**config.mk**
```make
export PLATFORM = sky130hd
export DESIGN_NAME = lfsr_hexdisp_flat
export DESIGN_NICKNAME = d
export VERILOG_FILES = /design/src/rtl/lfsr_hexdisp_if.sv /design/src/rtl/lfsr_hexdisp.sv /design/src/flat_wrapper.sv
export SDC_FILE = /design/constraint.sdc
export NUM_CORES = 1
export LEC_CHECK = 0
export BUFFER_PORTS_ARGS = -buffer_cell sky130_fd_sc_hd__buf_2
export CAP_MARGIN = 10
export CORE_AREA = 2 2 71 73
export DETAILED_ROUTE_END_ITERATION = 12
export DIE_AREA = 0 0 73 75
export PLACE_DENSITY = 0.68
export SLEW_MARGIN = 0
export SYNTH_ARGS = -nofsm -noshare
export SYNTH_HDL_FRONTEND = slang
export SYNTH_SLANG_ARGS = --single-unit
export TNS_END_PERCENT = 20
```
**constraint.sdc**
```tcl
create_clock -name clk -period 2 [get_ports clk]
set_input_delay 0.2 -clock clk [delete_from_list [all_inputs] [get_ports clk]]
set_output_delay 0.2 -clock clk [all_outputs]
set_load 0.01 [all_outputs]
```
**src/rtl/lfsr_hexdisp_if.sv**
```systemverilog
// Control/status bundle for lfsr_hexdisp: step controls and seed going in,
// LFSR state, step status and seven-segment digits coming out.
interface lfsr_hexdisp_if #(
    parameter int WIDTH = 8
);
    logic                     btn;
    logic [1:0]               mode;
    logic                     seed_load;
    logic [WIDTH-1:0]         seed;
    logic [WIDTH-1:0]         value;
    logic                     stepped;
    logic [15:0]              step_cnt;
    logic [7*(WIDTH/4)-1:0]   seg;

    modport master (
        output btn, mode, seed_load, seed,
        input  value, stepped, step_cnt, seg
    );

    modport slave (
        input  btn, mode, seed_load, seed,
        output value, stepped, step_cnt, seg
    );
endinterface

```
**src/rtl/lfsr_hexdisp.sv**
```systemverilog
// Fibonacci LFSR stepped by a debounced button or a free-running prescaler,
// with its state shown as active-low hex seven-segment digits.
module lfsr_hexdisp #(
    parameter int               WIDTH     = 8,
    parameter logic [WIDTH-1:0] TAPS      = WIDTH'(8'h1D),
    parameter int               DB_CYCLES = 4,
    parameter int               RUN_DIV   = 4
) (
    input  logic         clk,
    input  logic         rst,
    lfsr_hexdisp_if.slave bus
);
    localparam int NDIG = WIDTH / 4;
    localparam int DBW  = $clog2(DB_CYCLES + 1);
    localparam int PSW  = (RUN_DIV > 1) ? $clog2(RUN_DIV) : 1;

    logic             sync1_q, btn_s_q;
    logic             btn_db_q, btn_db_d;
    logic             edge_q;
    logic [DBW-1:0]   db_cnt_q, db_cnt_d;
    logic [PSW-1:0]   pre_q, pre_d;
    logic [WIDTH-1:0] x_q, x_d;
    logic             stepped_q, stepped_d;
    logic [15:0]      cnt_q, cnt_d;
    logic             step_req;
    logic [7*NDIG-1:0] seg_c;

    function automatic logic [6:0] hex7(input logic [3:0] n);
        case (n)
            4'h0: hex7 = 7'b1000000;
            4'h1: hex7 = 7'b1111001;
            4'h2: hex7 = 7'b0100100;
            4'h3: hex7 = 7'b0110000;
            4'h4: hex7 = 7'b0011001;
            4'h5: hex7 = 7'b0010010;
            4'h6: hex7 = 7'b0000010;
            4'h7: hex7 = 7'b1111000;
            4'h8: hex7 = 7'b0000000;
            4'h9: hex7 = 7'b0010000;
            4'hA: hex7 = 7'b0001000;
            4'hB: hex7 = 7'b0000011;
            4'hC: hex7 = 7'b1000110;
            4'hD: hex7 = 7'b0100001;
            4'hE: hex7 = 7'b0000110;
            default: hex7 = 7'b0001110;
        endcase
    endfunction

    always_comb begin
        // Debounce: the level only follows btn_s after DB_CYCLES disagreeing edges in a row.
        btn_db_d = btn_db_q;
        db_cnt_d = '0;
        if (btn_s_q != btn_db_q) begin
            if (db_cnt_q == DBW'(DB_CYCLES - 1))
                btn_db_d = btn_s_q;
            else
                db_cnt_d = db_cnt_q + 1'b1;
        end

        pre_d    = '0;
        step_req = 1'b0;
        case (bus.mode)
            2'b00: step_req = btn_db_q & ~edge_q;
            2'b01: begin
                if (pre_q == PSW'(RUN_DIV - 1))
                    step_req = 1'b1;
                else
                    pre_d = pre_q + 1'b1;
            end
            default: ;
        endcase

        // A seed load wins over a coincident step; that step is simply lost.
        x_d       = x_q;
        stepped_d = 1'b0;
        cnt_d     = cnt_q;
        if (bus.seed_load) begin
            x_d = (bus.seed == '0) ? WIDTH'(1) : bus.seed;
        end else if (step_req) begin
            x_d       = {^(x_q & TAPS), x_q[WIDTH-1:1]};
            stepped_d = 1'b1;
            cnt_d     = cnt_q + 16'd1;
        end
    end

    always_ff @(posedge clk or posedge rst) begin
        if (rst) begin
            sync1_q   <= 1'b0;
            btn_s_q   <= 1'b0;
            btn_db_q  <= 1'b0;
            db_cnt_q  <= '0;
            edge_q    <= 1'b0;
            pre_q     <= '0;
            x_q       <= WIDTH'(1);
            stepped_q <= 1'b0;
            cnt_q     <= '0;
        end else begin
            sync1_q   <= bus.btn;
            btn_s_q   <= sync1_q;
            btn_db_q  <= btn_db_d;
            db_cnt_q  <= db_cnt_d;
            edge_q    <= btn_db_q;
            pre_q     <= pre_d;
            x_q       <= x_d;
            stepped_q <= stepped_d;
            cnt_q     <= cnt_d;
        end
    end

    always_comb begin
        seg_c = '0;
        for (int k = 0; k < NDIG; k++)
            seg_c[7*k +: 7] = hex7(x_q[4*k +: 4]);
    end

    assign bus.value    = x_q;
    assign bus.stepped  = stepped_q;
    assign bus.step_cnt = cnt_q;
    assign bus.seg      = seg_c;
endmodule

```
**src/flat_wrapper.sv**
```systemverilog
// flat-port wrapper written by rule: the top's interface ports become plain ports
module lfsr_hexdisp_flat 
#(
    parameter int               WIDTH     = 8,
    parameter logic [WIDTH-1:0] TAPS      = WIDTH'(8'h1D),
    parameter int               DB_CYCLES = 4,
    parameter int               RUN_DIV   = 4
)
  (clk, rst, bus_btn, bus_mode, bus_seed_load, bus_seed, bus_value, bus_stepped, bus_step_cnt, bus_seg);
  lfsr_hexdisp_if #(.WIDTH(WIDTH)) bus_i ();
  input  logic clk;
  input  logic rst;
  input wire logic [$bits(bus_i.btn)-1:0] bus_btn;
  input wire logic [$bits(bus_i.mode)-1:0] bus_mode;
  input wire logic [$bits(bus_i.seed_load)-1:0] bus_seed_load;
  input wire logic [$bits(bus_i.seed)-1:0] bus_seed;
  output wire logic [$bits(bus_i.value)-1:0] bus_value;
  output wire logic [$bits(bus_i.stepped)-1:0] bus_stepped;
  output wire logic [$bits(bus_i.step_cnt)-1:0] bus_step_cnt;
  output wire logic [$bits(bus_i.seg)-1:0] bus_seg;
  assign bus_i.btn = bus_btn;
  assign bus_i.mode = bus_mode;
  assign bus_i.seed_load = bus_seed_load;
  assign bus_i.seed = bus_seed;
  assign bus_value = bus_i.value;
  assign bus_stepped = bus_i.stepped;
  assign bus_step_cnt = bus_i.step_cnt;
  assign bus_seg = bus_i.seg;
  lfsr_hexdisp #(.WIDTH(WIDTH), .TAPS(TAPS), .DB_CYCLES(DB_CYCLES), .RUN_DIV(RUN_DIV)) u_core (.clk(clk), .rst(rst), .bus(bus_i));
endmodule
```
After elaboration in Yosys (flattened, before gate mapping)
Memories as Yosys holds them, arrays and structs flattened.
Index checks and enable logic that the tools add are counted.
{ "totals": {"out_inout_bits": 39, "input_bits": 14, "elab_cells": 38, "n_memories": 2, "romBits": 224, "regBits": 34} }
{ "op_classes": {"reduce_logical": 6, "n_addsub": 3, "n_eq_ne": 4, "mux": 11, "n_bitwise": 3} }
{ "mem_list": {"columns": ["name", "words", "width", "read_ports", "rd_ports_with_merged_regs", "write_ports", "line", "rtl"], "rows": [
  ["(name not given)", 16, 7, 1, 0, 0, "lfsr_hexdisp.sv:29", "case (n)"],
  ["(name not given)", 16, 7, 1, 0, 0, "lfsr_hexdisp.sv:29", null]
]} }
{ "op_table": {"columns": ["operator", "count"], "rows": [
  ["$mux 8", 3],
  ["$add 16x1->16 const B", 1],
  ["$logic_not 8->1", 1],
  ["$reduce_xor 8->1", 1],
  ["$mux 3", 2],
  ["$mux 2", 2],
  ["$reduce_and 2->1", 2],
  ["$add 3x1->3 const B", 1],
  ["$eq 3x2->1 const B", 1],
  ["$mux 1", 3],
  ["$add 2x1->2 const B", 1],
  ["$eq 2x1->1 const B", 1],
  ["$eq 2x2->1 const B", 1],
  ["$logic_not 2->1", 1],
  ["$not 1->1", 2],
  ["$pmux 1 s2", 1],
  ["$reduce_bool 2->1", 1],
  ["$and 1x1->1", 1],
  ["$ne 1x1->1", 1]
]} }

Depth between registers and ports, before layout
{ "depth": {"ltp_word": 5, "ltp_mapped": 6, "mapped_depth_nobuf": 5} }

Worst setup path before layout
No wires, ideal clock.
{ "synth_timing": {"path_kind": "reg-to-output", "startpoint": "reg u_core.x_q[0], in the netlist u_core.bus.value[0]", "endpoint": "out bus_seg[3]", "path_buffers": 0, "path_slack_ps": 277, "t_required_ps": 1800, "stages_incl_launch_ff": 5, "arrival_time_ps": 1523, "cell_sequence": "dfstp_2 -> inv_1 -> ha_1 -> inv_1 -> mux4_2"} }
{ "synth_between": {"elab_chain_len": 1} }
{ "synth_lines": {"columns": ["item", "line", "rtl"], "rows": [
  ["start, declared", "lfsr_hexdisp.sv:22", "logic [WIDTH-1:0] x_q, x_d;"],
  ["start signal, assigned", "lfsr_hexdisp.sv:94", "x_q <= WIDTH'(1);"],
  ["start signal, assigned", "lfsr_hexdisp.sv:104", "x_q <= x_d;"],
  ["$mem_v2 16x7", null, null],
  ["end, declared", "flat_wrapper.sv:20", "output wire logic [$bits(bus_i.seg)-1:0] bus_seg;"]
]} }
No other way between the ends.

Worst setup path after layout
Ends and elaborated chain as after synthesis.

==> metrics.md <==
| Metric | Value |
|---|---|
| Die W | 73 µm |
| Setup crit start | u_core.bus.value[0]$_DFFE_PP1P_ |
| First DRT Iteration DRCs | 60 |
| Sequential share of power | 0.408 |
| Largest net degree at the start of global routing | 35 |
| Row count | 25 |
| Synth Instances | 203 |
| Crit. path cell count | 5 |
| Syn Area/Cell | 10.0 µm² |
| Critical path buffers and inverters | 3 |
| R2R depth | 4 |
| Family with the most delay on the worst path | flip-flops |
| Number of inserted diodes | 0 |
| Clk_skew | 0.00571 ns |
| Worst EP arrival | 1.76 ns |
| Area grow syn2layout | 23.9% |
| Reg2reg setup slack | 0.29 ns |
| Min cycle time layout | 1.96 ns |
| Req. time, crit path | 1.80 ns |
| Vias in the first global route | 1471 |
| RD Place Congestion | 0.804 |
| Worst-Margin Slew | 0.529 ns |
| P_sw | 0.709 mW |
| Yosys top cell by area | dfrtp_1 |
| PD cells | 868 nW/µm² |
| Internal power | 1.48 mW |
| Final hold viol count | 28 |
| Max Slew Vio Count | 0 |
| Failing checks | hold timing |
| Worst r2r src | u_core.btn_db_q$_DFFE_PP0P_ |
| Status | finished with violations |
| Crit Reg-Reg Endpoint | u_core.bus.step_cnt[4]$_DFFE_PP0P_ |
| Nets | 292 |
| Drt total wl | 4.00 mm |
| First-pass GRT wire length | 6.71 mm |
| Clock tree from TritonCTS | yes |
| Yosys warnings | 0 |
| CTS clk-pin slew, worst paths | 0.07 ns |
| Detailed Place HPWL | 2.96 mm |
| Worst hold slack | -0.00690 ns |
| Post-synthesis cell type count | 40 |
| RSZ-0062 raised after global routing | true |
| Switching share of power | 0.323 |
| Fin util | 0.542 |
| Root buf cell | clkbuf_8 |
| Wire per inst | 12.7 µm |
| Max stage delay on crit path | 0.53 ns |
| Post-Syn Area | 2040 µm² |
| FMAX | 0.509 GHz |
| FFs w/ async S/R, synth | 1.00 |
| CP Capture Point | bus_seg[3] |
| CP max FO | 4 |
| Die Y | 75 µm |
| Area of the core | 4660 µm² |
| H-Tree Depth | 2 |
| Gr ovfl total | 0 |
| Max_cap viols | 0 |
| Period utilization | 0.982 |
| First drt pass iteration count | 4 |
| Top cells by area, synth | dfrtp_1 (40%), ha_1 (10%), xnor2_1 (6.9%), nand2_1 (4.2%), a21oi_1 (3.9%) |
| Initial antenna violation count | 0 |
| Clock sink count | 34 |
| Share of the yosys chip area belonging to registers | 0.418 |
| Cell at the slowest stage of the critical path | dfstp_2 |
| Rel. slew slack | 0.648 |
| Syn_nets | 234 |
| Yosys reg bits | 34 |
| Min-Delay Path Class | primary input to asynchronous set/reset pin |
| Vias per cell | 5.15 |
| EDFF count, synth | 0 |
| Worst skew pair latency | 0.29 ns |
| Share of the synthesized area in the top cell type | 0.405 |
| CTS Buf Count | 5 |
| Post-route ant nets | 0 |
| Endpoints failing setup | 0 |
| Critical path cell sequence | inv_2 -> ha_4 -> inv_1 -> mux4_2 -> buf_6 |
| DRC Markers | 0 |
| Gate power share | 0.326 |
| # port buffers | 52 |
| Maximum clock path buffer count | 2 |
| Num ports | 53 |
| Crit path kind | flop to output pin |
| Crit. End Element | output pin |
| Layout cell share with drive strength beyond 1 | 0.317 |
| LEAKAGE | 1.28 nW |
| DR vias | 1626 |
| CP Launch Type | flop |
| GRT Total Usage | 0.160 |
| Final setup TNS | 0 ns |
| Initial Util | 0.438 |
| Total Die Area | 5480 µm² |
| Peak VDD IR | 0.454 mV |
| Ys flop type | dfrtp_1 |
| Clock share of power | 0.266 |
| Final Total Pwr | 2.19 mW |
[what timing repair did]
item                                   CTS  global route
setup endpoints to repair                2             3
hold buffers                             0             1
resized for setup                        3             3
buffers inserted                         0             4
endpoints found under the hold margin    0             1
[flip-flops by register name, indices dropped and copies added, names as in the netlist]
signal / count
u_core.btn_s_q: 1
u_core.bus.value: 8
u_core.bus.step_cnt: 16
u_core.bus.stepped: 1
u_core.sync1_q: 1
u_core.pre_q: 2
u_core.db_cnt_q: 3
u_core.edge_q: 1
u_core.btn_db_q: 1
[metal layers]
| metal | up-vias | part of all wire | track usage | wire length [µm] |
|---|---|---|---|---|
| met4 | 0 | 0.019 | 0.0700 | 75 |
| met1 | 758 | 0.49 | 0.217 | 1940 |
| li1 | 811 | - | - | - |
| met3 | 9 | 0.059 | 0.0469 | 238 |
| met5 | - | 0 | 0 | 0 |
| met2 | 48 | 0.44 | 0.237 | 1750 |
[cell usage in the layout, fill, tap and decap left out, types with 8 or more instances in the layout]
cell	netlist	layout
nor2_1	9	9
dfrtp_1	33	31
buf_2	0	51
a21oi_1	16	16
nand2_1	23	23
buf_4	0	9
clkbuf_8	0	8
nor2b_1	10	10
ha_1	17	16
xnor2_1	16	16
[cells by family (layout without fill, tap and decap cells)]
kind of cell,Yosys count,in the layout,share of synthesized area
fa+ha+maj,17,17,0.104
buf+inv,19,78,0.0387
mux,11,11,0.0681
compound gates,33,33,0.109
simple gates,70,70,0.181
xor+xnor,19,19,0.0816
flops,34,34,0.418
[how the worst min path moves through the flow]
stage                  from                                  to  slack (ns)  cells after the start
finish                  rst  u_core.bus.step_cnt[4]$_DFFE_PP0P_      -0.007                      3
global route            rst  u_core.bus.step_cnt[8]$_DFFE_PP0P_        0.04                      3
CTS                     rst  u_core.bus.step_cnt[4]$_DFFE_PP0P_      0.0006                      3
detailed placement  bus_btn            u_core.sync1_q$_DFF_PP0_        0.31                      1
global placement    bus_btn            u_core.sync1_q$_DFF_PP0_        0.31                      1
floorplan           bus_btn            u_core.sync1_q$_DFF_PP0_        0.23                      0
[worst reg2reg max path, delay by kind of cell, from the launching register on]
kind,cells,cell delay (ns)
AND/OR/NAND/NOR,2,0.78
flip-flops,1,0.38
AO/OA/AOI/OAI,1,0.33
XOR/XNOR,1,0.15
[cell usage after synthesis (2+ instances only)]
master and n:
nand2_1 23, a32o_1 2, a31oi_1 2, a22o_1 2
a21oi_1 16, nand2b_1 2, o21ai_0 4, nor2b_1 10
mux2_2 2, and2_1 2, mux2i_1 6, nand4_1 6
nor3_1 2, nor2_1 9, a211oi_1 2, xnor2_1 16
and3_1 2, inv_1 8, ha_1 17, dfrtp_1 33
mux4_2 2, nand3_1 6, xor2_1 3, clkbuf_1 10
[per-stage QoR]
stage / hold slack [ns] / std cells / setup slack (ns) / instance area, µm²
2_1_floorplan: 0.231 / 203 / 0.277 / 2040
3_3_place_gp: 0.309 / 303 / 0.295 / 2360
3_5_place_dp: 0.309 / 303 / 0.243 / 2360
4_1_cts: 0.000562 / 311 / 0.00761 / 2470
5_1_grt: 0.0422 / 316 / -0.0259 / 2530
6_report: -0.00690 / 316 / 0.0355 / 2530
[area by class of cell]
cell class              count  area (µm²)
multi-input cells         150        1120
well taps                  54        67.6
flip-flops and latches     34         855
repair buffers             62         344
clock buffers               8         110
inverters                   8        30.0
fillers                   439        2130
[power groups by stage]
stage,Clock (mW),Combinational (mW),Sequential [mW]
finish,0.583,0.715,0.896
global route,0.637,0.801,0.912
CTS,0.608,0.685,0.901
detailed placement,0,0.683,0.912
global placement,0,0.672,0.908
floorplan,0,0.458,0.899
No activity file was read; power rests on OpenSTA's default activity.
